==> config.mk <==
export PLATFORM = sky130hd
export DESIGN_NAME = convo_frame_sequencer
export DESIGN_NICKNAME = d
export VERILOG_FILES = /design/src/rtl/convo_frame_sequencer.sv
export SDC_FILE = /design/constraint.sdc
export NUM_CORES = 1
export LEC_CHECK = 0
export BUFFER_PORTS_ARGS = -buffer_cell sky130_fd_sc_hd__buf_2
export CAP_MARGIN = 20
export CORE_ASPECT_RATIO = 0.75
export CORE_MARGIN = 4
export CORE_UTILIZATION = 53
export CTS_CLUSTER_DIAMETER = 200
export DETAILED_ROUTE_END_ITERATION = 6
export PLACE_DENSITY = 0.81
export REMOVE_ABC_BUFFERS = 1
export SETUP_SLACK_MARGIN = 0.02
export SYNTH_ARGS = -nofsm -noshare
export SYNTH_HDL_FRONTEND = slang
export SYNTH_SLANG_ARGS = --single-unit
==> constraint.sdc <==
create_clock -name clk -period 2.2 [get_ports clk]
set_input_delay 0.22 -clock clk [delete_from_list [all_inputs] [get_ports clk]]
set_output_delay 0.22 -clock clk [all_outputs]
set_load 0.02 [all_outputs]
==> src/rtl/convo_frame_sequencer.sv <==
// Frame sequencer for the XNOR-popcount conv unit: buffers an 8x8 map, walks nine 4x4 patches.
// Macro CONVO_SEQ_PARITY_EN adds an even-parity bit as out_data[6].
module convo_frame_sequencer (
   input  logic        clk,
   input  logic        reset_n,
   input  logic        w_load,
   input  logic [8:0]  w_data,
   output logic        w_ready,
   input  logic        in_valid,
   input  logic [7:0]  in_data,
   output logic        in_ready,
   output logic [15:0] conv_i,
   output logic [15:0] conv_w,
   output logic        conv_sel,
   input  logic [15:0] conv_result,
   output logic        out_valid,
`ifdef CONVO_SEQ_PARITY_EN
   output logic [6:0]  out_data,
`else
   output logic [5:0]  out_data,
`endif
   input  logic        out_ready,
   output logic        frame_done
);

   typedef enum logic [1:0] {StLoad, StCompute, StDrain} state_e;

   state_e      state;
   logic [2:0]  row_cnt;
   logic [3:0]  pcnt;
   logic [2:0]  orow;
   logic [8:0]  kernel;
   logic [7:0]  buffer  [8];
   logic [5:0]  out_map [6];

   logic [3:0]  prev;
   logic [1:0]  cur_pr, cur_pc, prev_pr, prev_pc;
   logic [15:0] patch;
   logic [5:0]  row_out;
   logic        unused_bits;

   function automatic logic [1:0] div3(input logic [3:0] p);
      case (p)
         4'd0, 4'd1, 4'd2: div3 = 2'd0;
         4'd3, 4'd4, 4'd5: div3 = 2'd1;
         4'd6, 4'd7, 4'd8: div3 = 2'd2;
         default:          div3 = 2'd0;
      endcase
   endfunction

   function automatic logic [1:0] mod3(input logic [3:0] p);
      case (p)
         4'd0, 4'd3, 4'd6: mod3 = 2'd0;
         4'd1, 4'd4, 4'd7: mod3 = 2'd1;
         4'd2, 4'd5, 4'd8: mod3 = 2'd2;
         default:          mod3 = 2'd0;
      endcase
   endfunction

   assign unused_bits = ^conv_result[15:4];

   assign in_ready   = (state == StLoad);
   assign w_ready    = (state != StCompute);
   assign out_valid  = (state == StDrain);
   assign conv_w     = {7'b0, kernel};
   assign frame_done = out_valid && out_ready && (orow == 3'd5);

   assign prev    = pcnt - 4'd1;
   assign cur_pr  = div3(pcnt);
   assign cur_pc  = mod3(pcnt);
   assign prev_pr = div3(prev);
   assign prev_pc = mod3(prev);

   // Patch origin is (2*pr, 2*pc); each patch row is a 4-bit window of a buffered row.
   always_comb begin
      logic [2:0] idx;
      logic [7:0] sh;
      patch = '0;
      for (int r = 0; r < 4; r++) begin
         idx = {cur_pr, 1'b0} + 3'(r);
         sh  = buffer[idx] >> {cur_pc, 1'b0};
         patch[r*4 +: 4] = sh[3:0];
      end
   end

   assign row_out = out_valid ? out_map[orow] : 6'h00;
`ifdef CONVO_SEQ_PARITY_EN
   assign out_data = {^row_out, row_out};
`else
   assign out_data = row_out;
`endif

   always_ff @(posedge clk or negedge reset_n) begin
      if (!reset_n) begin
         state    <= StLoad;
         row_cnt  <= '0;
         pcnt     <= '0;
         orow     <= '0;
         kernel   <= '0;
         conv_i   <= '0;
         conv_sel <= 1'b0;
         for (int i = 0; i < 8; i++) buffer[i] <= '0;
         for (int i = 0; i < 6; i++) out_map[i] <= '0;
      end else begin
         if (w_load && w_ready) kernel <= w_data;
         case (state)
            StLoad: begin
               if (in_valid) begin
                  buffer[row_cnt] <= in_data;
                  row_cnt         <= row_cnt + 3'd1;
                  if (row_cnt == 3'd7) begin
                     state <= StCompute;
                     pcnt  <= '0;
                  end
               end
            end
            StCompute: begin
               // Math unit is combinational: result belongs to the patch registered last edge.
               if (pcnt != 4'd0) begin
                  out_map[{prev_pr, 1'b0}][{prev_pc, 1'b0}] <= conv_result[0];
                  out_map[{prev_pr, 1'b0}][{prev_pc, 1'b1}] <= conv_result[1];
                  out_map[{prev_pr, 1'b1}][{prev_pc, 1'b0}] <= conv_result[2];
                  out_map[{prev_pr, 1'b1}][{prev_pc, 1'b1}] <= conv_result[3];
               end
               if (pcnt < 4'd9) begin
                  conv_i   <= patch;
                  conv_sel <= 1'b1;
                  pcnt     <= pcnt + 4'd1;
               end else begin
                  conv_i   <= '0;
                  conv_sel <= 1'b0;
                  pcnt     <= '0;
                  orow     <= '0;
                  state    <= StDrain;
               end
            end
            StDrain: begin
               if (out_ready) begin
                  if (orow == 3'd5) begin
                     orow    <= '0;
                     row_cnt <= '0;
                     state   <= StLoad;
                  end else begin
                     orow <= orow + 3'd1;
                  end
               end
            end
            default: state <= StLoad;
         endcase
      end
   end

endmodule

==> impl_metrics.xml, run 1 <==
<?xml version="1.0" encoding="UTF-8"?>
<metrics>
  <group name="outcome">
    <metric name="status" unit="">finished, violations left</metric>
    <metric name="failed_checks" unit="">setup timing</metric>
  </group>
  <group name="pwr">
    <metric name="peakVddDrop" unit="µV">1010</metric>
    <metric name="leakagePower" unit="nW">4.01</metric>
    <metric name="power-per-cell-area" unit="mW/mm²">1930</metric>
  </group>
  <group name="die">
    <metric name="count_of_pins_on_the_block_boundary" unit="">81</metric>
    <metric name="floorplan.rows" unit="">36</metric>
    <metric name="placeableCoreArea" unit="mm²">0.0131</metric>
    <metric name="initial_core_util" unit="%">54.6</metric>
    <metric name="die_y" unit="µm">108</metric>
    <metric name="floorplan.die_area" unit="mm²">0.0154</metric>
    <metric name="fp.dieW" unit="µm">142</metric>
  </group>
  <group name="sta">
    <metric name="setup_viol_count_final" unit="">27</metric>
    <metric name="final_period_minus_worst_setup_slack" unit="ns">2.30</metric>
    <metric name="setup-tns-final" unit="ns">-1.09</metric>
    <metric name="grt_setup_unrepaired" unit="">true</metric>
    <metric name="max-slew-margin-rel" unit="%">56.3</metric>
    <metric name="tightestPinTransition" unit="ns">0.655</metric>
    <metric name="worst_clock_skew" unit="ns">0.00997</metric>
    <metric name="timing.final.hold_violations" unit="">0</metric>
    <metric name="fin_hold_ws" unit="ns">0.0293</metric>
    <metric name="final.period_utilization" unit="%">104</metric>
    <metric name="timing_max_transition_violations_final" unit="">0</metric>
    <metric name="finalWorstSetupSlack" unit="ns">-0.0970</metric>
    <metric name="fmax" unit="MHz">435</metric>
  </group>
  <group name="final_layout">
    <metric name="finalNonFillerCells" unit="">925</metric>
    <metric name="final_stage_net_count" unit="">791</metric>
    <metric name="layout-area-overhead-vs-synth" unit="%">28.2</metric>
    <metric name="layout-drive-gt1-share" unit="%">45.9</metric>
    <metric name="layout.cell_area.non_filler" unit="mm²">0.00914</metric>
    <metric name="fin_util" unit="%">70.0</metric>
    <metric name="n_antenna_cell" unit="">0</metric>
  </group>
  <group name="clocking">
    <metric name="worstSkewPairLatency" unit="ns">0.43</metric>
    <metric name="clkTransAtPathRegs" unit="ns">0.06</metric>
    <metric name="cts_buffers" unit="">17</metric>
    <metric name="cts_h_tree_depth" unit="">4</metric>
    <metric name="clock_tree.root_cell" unit="">clkbuf_16</metric>
    <metric name="cts_tree" unit="">done</metric>
    <metric name="clock_sink_count" unit="">138</metric>
    <metric name="cts-root-to-sink-buffers" unit="">2</metric>
  </group>
  <group name="critical_path">
    <metric name="worst_ep_arrival_time" unit="ns">2.60</metric>
    <metric name="r2r_setup_slack" unit="ns">-0.1</metric>
    <metric name="criticalPathCategory" unit="">flip-flop to flip-flop</metric>
    <metric name="timing.reg2reg.worst_path_depth" unit="">6</metric>
    <metric name="setup.worst_path.end_class" unit="">flip-flop</metric>
    <metric name="critical_path_peak_fanout" unit="">7</metric>
    <metric name="required_time_worst_endpoint" unit="ns">2.50</metric>
    <metric name="critPathLaunchType" unit="">flip-flop</metric>
  </group>
  <group name="global_routing">
    <metric name="grt_max_degree" unit="">49</metric>
    <metric name="grt_antenna_before_repair" unit="">0</metric>
    <metric name="grt_pass1_vias" unit="">6036</metric>
    <metric name="global_route_total_overflow" unit="">0</metric>
    <metric name="grt_pass1_wl" unit="mm">33.4</metric>
    <metric name="grt_usage" unit="%">28.7</metric>
  </group>
  <group name="route">
    <metric name="detailedRoute.firstIterationViolations" unit="">835</metric>
    <metric name="wl_per_cell" unit="µm">24.1</metric>
    <metric name="route.antenna.remaining_nets" unit="">0</metric>
    <metric name="route.detailed.vias_per_inst" unit="">6.54</metric>
    <metric name="via_count" unit="">6050</metric>
    <metric name="drt_wl_total" unit="mm">22.3</metric>
    <metric name="firstDrtPassIters" unit="">6</metric>
    <metric name="detail_route.drc_violations" unit="">0</metric>
  </group>
  <group name="synth">
    <metric name="postSynthCellCount" unit="">624</metric>
    <metric name="synth-seq-area-share" unit="%">48.4</metric>
    <metric name="synth_warnings" unit="">0</metric>
    <metric name="syn_avg_cell_area" unit="µm²">11.4</metric>
    <metric name="netlist-cell-type-count" unit="">58</metric>
    <metric name="most_used_flip_flop_cell_after_synthesis" unit="">dfrtp_1</metric>
    <metric name="postSynthRegisterBits" unit="">138</metric>
    <metric name="ys_async_sr_fraction" unit="%">100</metric>
    <metric name="synth.cell_area" unit="mm²">0.00713</metric>
    <metric name="number_of_enable_type_register_cells_in_the_synthesized_netlist" unit="">0</metric>
  </group>
  <group name="placed_design">
    <metric name="count_of_buffers_inserted_at_the_top_level_ports" unit="">61</metric>
    <metric name="dp_cells" unit="">883</metric>
    <metric name="placement.cell_area" unit="mm²">0.00801</metric>
    <metric name="detailedPlacementHpwl" unit="mm">14.8</metric>
    <metric name="placer_congestion_estimate" unit="">0.998</metric>
  </group>
  <group name="flow_run">
    <metric name="cap_viol_max_count" unit="">0</metric>
  </group>
  <group name="worst_hold_path">
    <metric name="timing.hold.worst_path_depth" unit="">2</metric>
    <metric name="worstHoldPathType" unit="">primary input to flip-flop</metric>
  </group>
</metrics>
-- repair_timing --
item | in CTS | in global routing
pin swaps | 5 | 18
setup endpoints to repair | 42 | 54
cloned | 1 | 0
gates resized for setup | 21 | 65
hold endpoints to repair | 138 | 0
buffers inserted | 1 | 9
hold buffers | 1 | 0
-- cell usage after synthesis (7+ instances only) --
library cell,count,area (µm²)
dfrtp_1,138,3450
nand3_1,11,55.1
inv_1,10,37.5
a22oi_1,10,75.1
a21oi_1,19,95.1
ha_1,10,125
nand2b_1,12,75.1
o21ai_0,34,170
o221ai_1,13,114
mux2_2,116,1310
nor3_1,13,65.1
nand2_1,42,158
buf_4,8,60.1
a211oi_1,13,97.6
buf_2,11,55.1
and2_1,7,43.8
a2bb2oi_1,10,87.6
or3_1,13,81.3
clkbuf_1,15,56.3
nor2_1,27,101
-- per-layer routing --
layer  global-route usage, %  up-vias  part of all wire (%)
met5                       0        -                     0
met4                    9.59        0                   2.6
met3                    8.36       68                    11
met2                    44.8      387                    47
met1                    38.8     3027                    39
li1                        -     2568                     -
-- placed cells by master, fill, tap and decap left out, types with 8 or more instances in the layout --
cell / n
o221ai_1: 10
nand3_1: 10
a211oi_1: 8
nand2_1: 38
dfrtp_1: 136
or3_1: 10
a21oi_1: 19
o21ai_0: 33
nor3_1: 11
mux2_2: 107
nand2b_1: 8
buf_12: 8
nor2_1: 24
buf_4: 58
inv_1: 8
mux2_4: 9
buf_2: 60
clkbuf_16: 17
-- kinds of logic after synthesis --
group                    count (synthesis)  share of synthesized area, %
AO/OA/AOI/OAI                          151                          15.1
AND/OR/NAND/NOR                        146                          10.2
flip-flops                             138                          48.4
multiplexers                           128                          21.1
buffers and inverters                   50                          3.37
adder cells (fa/ha/maj)                 10                          1.76
other                                    1                        0.0526
-- worst paths after layout --
check,start,to
setup reg to reg,pcnt[0],out_map[28]
min in group asynchronous,reset_n,row_cnt[1]
hold / removal,w_data[3],kernel[3]
setup / recovery,pcnt[0],out_map[28]
max in group asynchronous,reset_n,conv_i[7]
hold reg to reg,conv_i[4],conv_i[4]
-- state kept, by name (all words and copies together), names as in the netlist --
name and count:
conv_sel 1, row_cnt 3, state 2, conv_i 16, orow 3, out_map 36
pcnt 4, kernel 9, buffer 64
-- worst max-delay path, cell delays in order (launching register included) --
cell,delay [ns]
dfrtp_1,0.39
buf_6,0.15
o31a_1,0.31
a2111o_1,0.56
a21oi_2,0.22
and2_4,0.20
mux2_2,0.34
-- area by class of cell --
type	count	area [µm²]
fill	876	3920
multi-input combinational	443	3820
sequential	138	3460
timing repair buffer	131	951
clock buffer	23	468
tap	171	214
clock inverter	7	189
inverter	12	45.0
-- where the power goes --
part / switching (W) / internal (W) / total, W
Combinational: 0.00523 / 0.00450 / 0.00972
Clock: 0.00104 / 0.00217 / 0.00321
Sequential: 0.000908 / 0.00377 / 0.00467
-- stage by stage --
step / worst slack (ns) / total power [W]
4_1_cts: 0.0109 / 0.0163
3_5_place_dp: -0.0785 / 0.0127
5_1_grt: -0.107 / 0.0184
2_1_floorplan: -0.902 / 0.00940
3_3_place_gp: 0.0233 / 0.0124
6_report: -0.0970 / 0.0176
(Power assumes the default switching activity.)
==> run 2, diff against run 1 <==
--- a/config.mk
+++ b/config.mk
@@ -12,9 +12,10 @@
 export CORE_UTILIZATION = 53
 export CTS_CLUSTER_DIAMETER = 200
 export DETAILED_ROUTE_END_ITERATION = 6
-export PLACE_DENSITY = 0.81
+export PLACE_DENSITY = 0.87
 export REMOVE_ABC_BUFFERS = 1
 export SETUP_SLACK_MARGIN = 0.02
+export SKIP_LAST_GASP = 1
 export SYNTH_ARGS = -nofsm -noshare
 export SYNTH_HDL_FRONTEND = slang
 export SYNTH_SLANG_ARGS = --single-unit
==> constraint.sdc (replaced) <==
create_clock -name clk -period 2.2 [get_ports clk]
set_input_delay 0.44 -clock clk [delete_from_list [all_inputs] [get_ports clk]]
set_output_delay 0.44 -clock clk [all_outputs]
set_load 0.02 [all_outputs]
==> impl_metrics.xml, run 2 (synthesis gave the netlist of run 1 again) <==
<?xml version="1.0" encoding="UTF-8"?>
<metrics>
  <group name="route">
    <metric name="detail_route.drc_violations" unit="">8</metric>
    <metric name="via_count" unit="">6373</metric>
    <metric name="firstDrtPassIters" unit="">7</metric>
    <metric name="drt_wl_total" unit="mm">24.2</metric>
    <metric name="wl_per_cell" unit="µm">25.8</metric>
    <metric name="detailedRoute.firstIterationViolations" unit="">843</metric>
    <metric name="route.detailed.vias_per_inst" unit="">6.81</metric>
    <metric name="route.antenna.remaining_nets" unit="">0</metric>
  </group>
  <group name="clocking">
    <metric name="cts_buffers" unit="">17</metric>
    <metric name="clock_sink_count" unit="">138</metric>
    <metric name="cts-root-to-sink-buffers" unit="">2</metric>
    <metric name="cts_tree" unit="">done</metric>
    <metric name="cts_hold_repair.buffers" unit="">0</metric>
    <metric name="cts_h_tree_depth" unit="">4</metric>
    <metric name="worstSkewPairLatency" unit="ns">0.43</metric>
    <metric name="clkTransAtPathRegs" unit="ns">0.06</metric>
    <metric name="clock_tree.root_cell" unit="">clkbuf_16</metric>
  </group>
  <group name="final_layout">
    <metric name="layout.cell_area.non_filler" unit="mm²">0.00939</metric>
    <metric name="final_stage_net_count" unit="">800</metric>
    <metric name="filler_cell_count" unit="">812</metric>
    <metric name="top_register_by_number_of_flip_flops" unit="">buffer</metric>
    <metric name="n_antenna_cell" unit="">0</metric>
    <metric name="most_frequent_cells_in_the_layout" unit="">dfrtp_1, mux2_2, buf_4, buf_2, nand2_1</metric>
    <metric name="layout-area-overhead-vs-synth" unit="%">31.7</metric>
    <metric name="layout-drive-gt1-share" unit="%">49.8</metric>
    <metric name="flip_flop_count_of_the_largest_register_all_copies_and_words_added" unit="">64</metric>
    <metric name="ff_latch_area" unit="mm²">0.00346</metric>
    <metric name="largest_registers" unit="">buffer: 64 flops, out_map: 36 flops, conv_i: 16 flops</metric>
    <metric name="most_common_library_cell_in_the_layout_ignoring_fill_and_taps" unit="">dfrtp_1</metric>
    <metric name="multi_input_comb_area" unit="mm²">0.00399</metric>
  </group>
  <group name="global_routing">
    <metric name="grt_antenna_before_repair" unit="">0</metric>
    <metric name="grt_pass1_vias" unit="">6052</metric>
    <metric name="grt_usage" unit="%">28.2</metric>
    <metric name="grt_pass1_wl" unit="mm">32.8</metric>
    <metric name="global_route_total_overflow" unit="">0</metric>
    <metric name="grt_max_degree" unit="">59</metric>
  </group>
  <group name="die">
    <metric name="floorplan.rows" unit="">36</metric>
    <metric name="fp.dieW" unit="µm">142</metric>
    <metric name="die_y" unit="µm">108</metric>
    <metric name="floorplan.die_area" unit="mm²">0.0154</metric>
    <metric name="placeableCoreArea" unit="mm²">0.0131</metric>
    <metric name="count_of_pins_on_the_block_boundary" unit="">81</metric>
    <metric name="initial_core_util" unit="%">54.6</metric>
  </group>
  <group name="sta">
    <metric name="worst_clock_skew" unit="ns">0.00870</metric>
    <metric name="tightestPinTransition" unit="ns">0.656</metric>
    <metric name="final_period_minus_worst_setup_slack" unit="ns">2.42</metric>
    <metric name="timing_max_transition_violations_final" unit="">0</metric>
    <metric name="setup_viol_count_final" unit="">23</metric>
    <metric name="timing.final.hold_violations" unit="">5</metric>
    <metric name="fin_hold_ws" unit="ns">-0.00747</metric>
    <metric name="fmax" unit="MHz">413</metric>
    <metric name="final.period_utilization" unit="%">110</metric>
    <metric name="finalWorstSetupSlack" unit="ns">-0.219</metric>
    <metric name="max-slew-margin-rel" unit="%">56.1</metric>
    <metric name="grt_setup_unrepaired" unit="">true</metric>
  </group>
  <group name="pwr">
    <metric name="leakagePower" unit="nW">4.03</metric>
    <metric name="peakVddDrop" unit="µV">1420</metric>
    <metric name="power-per-cell-area" unit="mW/mm²">1980</metric>
  </group>
  <group name="placed_design">
    <metric name="placement.cell_area" unit="mm²">0.00802</metric>
    <metric name="placer_congestion_estimate" unit="">1.03</metric>
    <metric name="detailedPlacementHpwl" unit="mm">14.5</metric>
    <metric name="count_of_buffers_inserted_at_the_top_level_ports" unit="">61</metric>
  </group>
  <group name="flow_run">
    <metric name="cap_viol_max_count" unit="">0</metric>
  </group>
  <group name="critical_path">
    <metric name="r2r-start" unit="">pcnt[1]</metric>
    <metric name="r2r_setup_slack" unit="ns">-0.12</metric>
    <metric name="worst_reg2reg_endpoint" unit="">conv_i[1]</metric>
    <metric name="path_cells" unit="">clkbuf_16 &gt; mux4_2 &gt; a22oi_1 &gt; nor2_1 &gt; buf_2</metric>
    <metric name="worst_ep_arrival_time" unit="ns">1.98</metric>
    <metric name="criticalPathCategory" unit="">flip-flop to output pin</metric>
    <metric name="cpPeakStageDelay" unit="ns">0.50</metric>
    <metric name="critPathLaunchType" unit="">flip-flop</metric>
    <metric name="critical_path_peak_fanout" unit="">5</metric>
    <metric name="setup.worst_path.end_class" unit="">output pin</metric>
    <metric name="timing.reg2reg.worst_path_depth" unit="">11</metric>
    <metric name="required_time_worst_endpoint" unit="ns">1.76</metric>
    <metric name="cp_slowest_cell" unit="">mux4_2</metric>
  </group>
  <group name="outcome">
    <metric name="failed_checks" unit="">DRC, hold timing, setup timing</metric>
    <metric name="status" unit="">finished, violations left</metric>
  </group>
  <group name="worst_hold_path">
    <metric name="worstHoldPathType" unit="">primary input to asynchronous set/reset pin</metric>
  </group>
</metrics>
==> run 2: cell types whose count changed in the layout (fill, tap and decap cells not counted), moves of 4 or more <==
| cell | before | now |
|---|---|---|
| a21oi_1 | 19 | 13 |
| a21oi_2 | 3 | 7 |
| buf_4 | 58 | 65 |
| clkbuf_1 | 4 | 0 |
| nand2_2 | 1 | 6 |
==> run 2: layout make-up <==
cell class / count / share of cell area, %
Multi-Input combinational cell: 443 / 42.4
Sequential cell: 138 / 36.8
Tap cell: 171 / 2.28
Clock buffer: 18 / 4.68
Clock inverter: 14 / 1.83
Timing Repair Buffer: 140 / 11.5
Inverter: 12 / 0.480
==> run 2: worst max-delay path: cells and delay by family (launching register included) <==
family	cells	cell delay, ns
flip-flops	1	0.43
buffers and inverters	2	0.35
AND/OR/NAND/NOR	1	0.07
AO/OA/AOI/OAI	1	0.21
multiplexers	1	0.50
==> run 2: how the worst max path moves through the flow <==
stage                  from     endpoint  slack [ns]
floorplan           pcnt[1]   conv_i[13]       -0.90
finish              orow[0]  out_data[1]       -0.22
detailed placement  pcnt[0]    conv_i[9]       -0.36
global route        orow[0]  out_data[2]       -0.27
CTS                 orow[0]  out_data[3]       -0.17
global placement    pcnt[0]    conv_i[9]       -0.36
==> run 2: what timing repair did <==
action / in CTS / in global routing
setup buffers: 9 / 8
hold endpoints to repair: 0 / 0
cloned: 2 / 1
resized for setup: 25 / 94
pin swaps: 7 / 26
setup endpoints to repair: 44 / 58
==> run 2: power by group <==
part / total (W) / internal [W] / switching (W)
sequential: 0.00479 / 0.00377 / 0.00102
combinational: 0.0109 / 0.00499 / 0.00589
clock: 0.00296 / 0.00182 / 0.00114
total: 0.0186 / 0.0106 / 0.00805
==> run 2: per-layer routing <==
metal	part of all wire [%]	vias up	global-route usage, %
li1	-	2600	-
met1	36	3122	37.5
met2	47	506	44.9
met3	11	145	7.07
met4	5.6	0	11.0
met5	0	-	0
==> run 2: stage by stage <==
step,TNS (ns),std cells,util (%),power [W],setup WS (ns)
floorplan,-16.19,592,-,0.00940,-0.902
global placement,-0.516,884,61.4,0.0124,-0.362
detailed placement,-1.65,884,61.4,0.0128,-0.357
CTS,-0.922,927,67.7,0.0162,-0.165
global route,-4.96,936,71.9,0.0192,-0.273
finish,-2.05,936,71.9,0.0186,-0.219
==> run 3, diff against run 2 <==
--- a/config.mk
+++ b/config.mk
@@ -5,6 +5,7 @@
 export SDC_FILE = /design/constraint.sdc
 export NUM_CORES = 1
 export LEC_CHECK = 0
+export ABC_AREA = 1
 export BUFFER_PORTS_ARGS = -buffer_cell sky130_fd_sc_hd__buf_2
 export CAP_MARGIN = 20
 export CORE_ASPECT_RATIO = 0.75
==> impl_metrics.xml, run 3 <==
<?xml version="1.0" encoding="UTF-8"?>
<metrics>
  <group name="synth">
    <metric name="synthTopCellsByArea" unit="">dfrtp_1, nand2_1, nand3_1</metric>
    <metric name="synth_warnings" unit="">0</metric>
    <metric name="syn_avg_cell_area" unit="µm²">7.80</metric>
    <metric name="synth.cell_area" unit="mm²">0.00726</metric>
    <metric name="synthSimpleGateAreaFrac" unit="%">29.9</metric>
    <metric name="postSynthRegisterBits" unit="">138</metric>
    <metric name="synthAdderAreaFrac" unit="%">1.72</metric>
    <metric name="number_of_enable_type_register_cells_in_the_synthesized_netlist" unit="">0</metric>
    <metric name="combinational_family_with_the_most_area_after_synthesis" unit="">simple AND/OR/NAND/NOR gates</metric>
    <metric name="yosys.cell_count.top_type" unit="">nand2_1</metric>
    <metric name="synth_largest_area_cell" unit="">dfrtp_1</metric>
    <metric name="synth-seq-area-share" unit="%">47.6</metric>
    <metric name="post-synth-top-area-fraction" unit="%">47.6</metric>
    <metric name="most_used_flip_flop_cell_after_synthesis" unit="">dfrtp_1</metric>
    <metric name="ys_async_sr_fraction" unit="%">100</metric>
    <metric name="postSynthCellCount" unit="">930</metric>
    <metric name="synth_common_cells" unit="">nand2_1, dfrtp_1, nand3_1</metric>
    <metric name="multiplexer_area_fraction_after_synthesis" unit="%">1.40</metric>
    <metric name="synth_xor_area_share" unit="%">0.121</metric>
    <metric name="synth-compound-area-share" unit="%">11.8</metric>
    <metric name="netlist-cell-type-count" unit="">37</metric>
  </group>
  <group name="clocking">
    <metric name="cts_tree" unit="">done</metric>
    <metric name="clock_tree.root_cell" unit="">clkbuf_16</metric>
    <metric name="cts_buffers" unit="">17</metric>
    <metric name="clock_sink_count" unit="">138</metric>
    <metric name="worstSkewPairLatency" unit="ns">0.42</metric>
    <metric name="clkTransAtPathRegs" unit="ns">0.06</metric>
    <metric name="cts-root-to-sink-buffers" unit="">2</metric>
    <metric name="cts_h_tree_depth" unit="">4</metric>
  </group>
  <group name="sta">
    <metric name="tightestPinTransition" unit="ns">0.600</metric>
    <metric name="timing_max_transition_violations_final" unit="">0</metric>
    <metric name="worst_clock_skew" unit="ns">0.0108</metric>
    <metric name="fin_hold_ws" unit="ns">0.257</metric>
    <metric name="fmax" unit="MHz">438</metric>
    <metric name="finalWorstSetupSlack" unit="ns">-0.0843</metric>
    <metric name="grt_setup_unrepaired" unit="">true</metric>
    <metric name="setup_viol_count_final" unit="">5</metric>
    <metric name="final_period_minus_worst_setup_slack" unit="ns">2.28</metric>
    <metric name="final.period_utilization" unit="%">104</metric>
    <metric name="max-slew-margin-rel" unit="%">59.5</metric>
    <metric name="timing.final.hold_violations" unit="">0</metric>
  </group>
  <group name="die">
    <metric name="floorplan.die_area" unit="mm²">0.0157</metric>
    <metric name="count_of_pins_on_the_block_boundary" unit="">81</metric>
    <metric name="initial_core_util" unit="%">55.0</metric>
    <metric name="floorplan.rows" unit="">36</metric>
    <metric name="fp.dieW" unit="µm">143</metric>
    <metric name="placeableCoreArea" unit="mm²">0.0132</metric>
    <metric name="die_y" unit="µm">109</metric>
  </group>
  <group name="critical_path">
    <metric name="path_cells" unit="">clkinv_4 &gt; nand2_2 &gt; inv_4 &gt; a22oi_2 &gt; o31ai_4 &gt; nand2_1 &gt; a21oi_2 &gt; buf_6</metric>
    <metric name="worst_ep_arrival_time" unit="ns">1.84</metric>
    <metric name="required_time_worst_endpoint" unit="ns">1.76</metric>
    <metric name="critical_path_peak_fanout" unit="">8</metric>
    <metric name="critPathLaunchType" unit="">flip-flop</metric>
    <metric name="cp_slowest_cell" unit="">dfrtp_2</metric>
    <metric name="critical_path.n_buffers_inverters" unit="">3</metric>
    <metric name="criticalPathCategory" unit="">flip-flop to output pin</metric>
    <metric name="setup.worst_path.end_class" unit="">output pin</metric>
    <metric name="cpPeakStageDelay" unit="ns">0.45</metric>
    <metric name="critPathTopFamily" unit="">flip-flops</metric>
  </group>
  <group name="placed_design">
    <metric name="placer_congestion_estimate" unit="">1.00</metric>
    <metric name="detailedPlacementHpwl" unit="mm">13.5</metric>
    <metric name="detailedPlace.worstSlack" unit="ns">-0.0365</metric>
    <metric name="count_of_buffers_inserted_at_the_top_level_ports" unit="">61</metric>
  </group>
  <group name="global_routing">
    <metric name="globalRouteMet2Util" unit="%">39.5</metric>
    <metric name="grt_usage" unit="%">26.7</metric>
    <metric name="grt.met1_usage" unit="%">38.9</metric>
    <metric name="grt_pass1_vias" unit="">6616</metric>
    <metric name="grt_max_degree" unit="">62</metric>
    <metric name="grtUsageMet3" unit="%">6.35</metric>
    <metric name="grt_antenna_before_repair" unit="">0</metric>
    <metric name="globalRoute.busiestLayer" unit="">met2</metric>
    <metric name="global_route_total_overflow" unit="">0</metric>
    <metric name="grt_pass1_wl" unit="mm">32.8</metric>
  </group>
  <group name="final_layout">
    <metric name="flip_flop_count_of_the_largest_register_all_copies_and_words_added" unit="">64</metric>
    <metric name="top_register_by_number_of_flip_flops" unit="">buffer</metric>
    <metric name="layout-area-overhead-vs-synth" unit="%">19.3</metric>
    <metric name="most_common_library_cell_in_the_layout_ignoring_fill_and_taps" unit="">nand2_1</metric>
    <metric name="n_antenna_cell" unit="">0</metric>
    <metric name="layout-drive-gt1-share" unit="%">18.9</metric>
    <metric name="filler_cell_count" unit="">1055</metric>
    <metric name="largest_registers" unit="">buffer: 64 flops, out_map: 36 flops, conv_i: 16 flops</metric>
    <metric name="most_frequent_cells_in_the_layout" unit="">nand2_1, dfrtp_1, nand3_1, o21ai_0, inv_1</metric>
    <metric name="final_stage_net_count" unit="">1062</metric>
  </group>
  <group name="pwr">
    <metric name="power-per-cell-area" unit="mW/mm²">1880</metric>
    <metric name="leakagePower" unit="nW">4.34</metric>
    <metric name="peakVddDrop" unit="µV">880</metric>
    <metric name="clockPowerShare" unit="%">16.8</metric>
    <metric name="seq_power_share" unit="%">27.9</metric>
    <metric name="netSwitchingFraction" unit="%">47.3</metric>
    <metric name="switchingPower" unit="W">0.00771</metric>
    <metric name="p_int" unit="W">0.00860</metric>
    <metric name="share_comb_of_total_power" unit="%">55.2</metric>
  </group>
  <group name="route">
    <metric name="via_count" unit="">6955</metric>
    <metric name="wl_per_cell" unit="µm">17.1</metric>
    <metric name="detailedRoute.firstIterationViolations" unit="">1039</metric>
    <metric name="detail_route.drc_violations" unit="">1</metric>
    <metric name="firstDrtPassIters" unit="">7</metric>
    <metric name="route.detailed.vias_per_inst" unit="">5.82</metric>
    <metric name="drt_wl_total" unit="mm">20.4</metric>
    <metric name="route.antenna.remaining_nets" unit="">0</metric>
  </group>
  <group name="outcome">
    <metric name="failed_checks" unit="">DRC, setup timing</metric>
    <metric name="status" unit="">finished, violations left</metric>
  </group>
  <group name="worst_hold_path">
    <metric name="worstHoldPathType" unit="">primary input to flip-flop</metric>
  </group>
  <group name="flow_run">
    <metric name="cap_viol_max_count" unit="">0</metric>
  </group>
</metrics>
run 3: cell types whose count changed after synthesis, moves of 11 or more:
cell / delta
nand3_1: +91
nand2_1: +237
o221ai_1: -13
inv_1: +68
or3_1: -13
o21ai_1: +41
nand2b_1: -12
nor3_1: -12
o21ai_0: +41
mux2_2: -107
nand4_1: +24
nand3b_1: +11
nor2_1: +12
a211oi_1: -13
run 3: logic make-up after synthesis:
| group | after synthesis |
|---|---|
| fa+ha+maj | 10 |
| compound gates | 158 |
| flops | 138 |
| buf+inv | 130 |
| mux | 9 |
| simple gates | 483 |
| other cells | 1 |
| xor+xnor | 1 |
run 3: cell type report:
cell class	count	area (µm²)	area share (%)
inverter	88	340	3.93
clock inverter	7	93.8	1.08
tap	171	214	2.47
timing repair buffer	101	658	7.60
sequential	138	3460	39.9
multi-input combinational	668	3430	39.6
clock buffer	23	468	5.40
run 3: final timing paths:
check	slack, ns	from	end	cells past startpoint
max	-0.08	orow[0]	out_data[5]	8
min	0.26	w_data[3]	kernel[3]	2
max reg2reg	0.13	pcnt[0]	conv_i[13]	11
min reg2reg	0.47	conv_i[7]	conv_i[7]	2
max in group asynchronous	0.98	reset_n	orow[0]	3
min in group asynchronous	0.53	reset_n	conv_i[2]	2
run 3: power by group through the flow:
| stage | clock network [W] | registers [W] | logic (W) |
|---|---|---|---|
| 2_1_floorplan | 0 | 0.00467 | 0.00548 |
| 3_3_place_gp | 0 | 0.00446 | 0.00801 |
| 3_5_place_dp | 0 | 0.00450 | 0.00827 |
| 4_1_cts | 0.00276 | 0.00450 | 0.00849 |
| 5_1_grt | 0.00288 | 0.00469 | 0.00998 |
| 6_report | 0.00275 | 0.00456 | 0.00901 |
run 3: metal layers:
metal	routed length, µm	part of all wire [%]
met5	0	0
met4	545	2.7
met3	2310	11
met2	8980	44
met1	8580	42
run 3: what timing repair did:
action | CTS | global route
hold buffers | 1 | 0
buffers inserted | 4 | 2
endpoints found under the hold margin | 43 | 0
endpoints found under the setup margin | 12 | 41
resized for setup | 18 | 29
pin swaps | 1 | 10
run 3: metrics by stage:
| step | cells | cell area, µm² | util [%] | TNS, ns | power (W) |
|---|---|---|---|---|---|
| after floorplan | 894 | 7070 | - | -3.57 | 0.0101 |
| after global placement | 1159 | 7860 | 59.5 | -0.0168 | 0.0125 |
| after detailed placement | 1159 | 7860 | 59.5 | -0.0832 | 0.0128 |
| after CTS | 1194 | 8510 | 64.5 | -0.0299 | 0.0157 |
| after global routing | 1196 | 8660 | 65.6 | -0.629 | 0.0176 |
| final | 1196 | 8660 | 65.6 | -0.254 | 0.0163 |
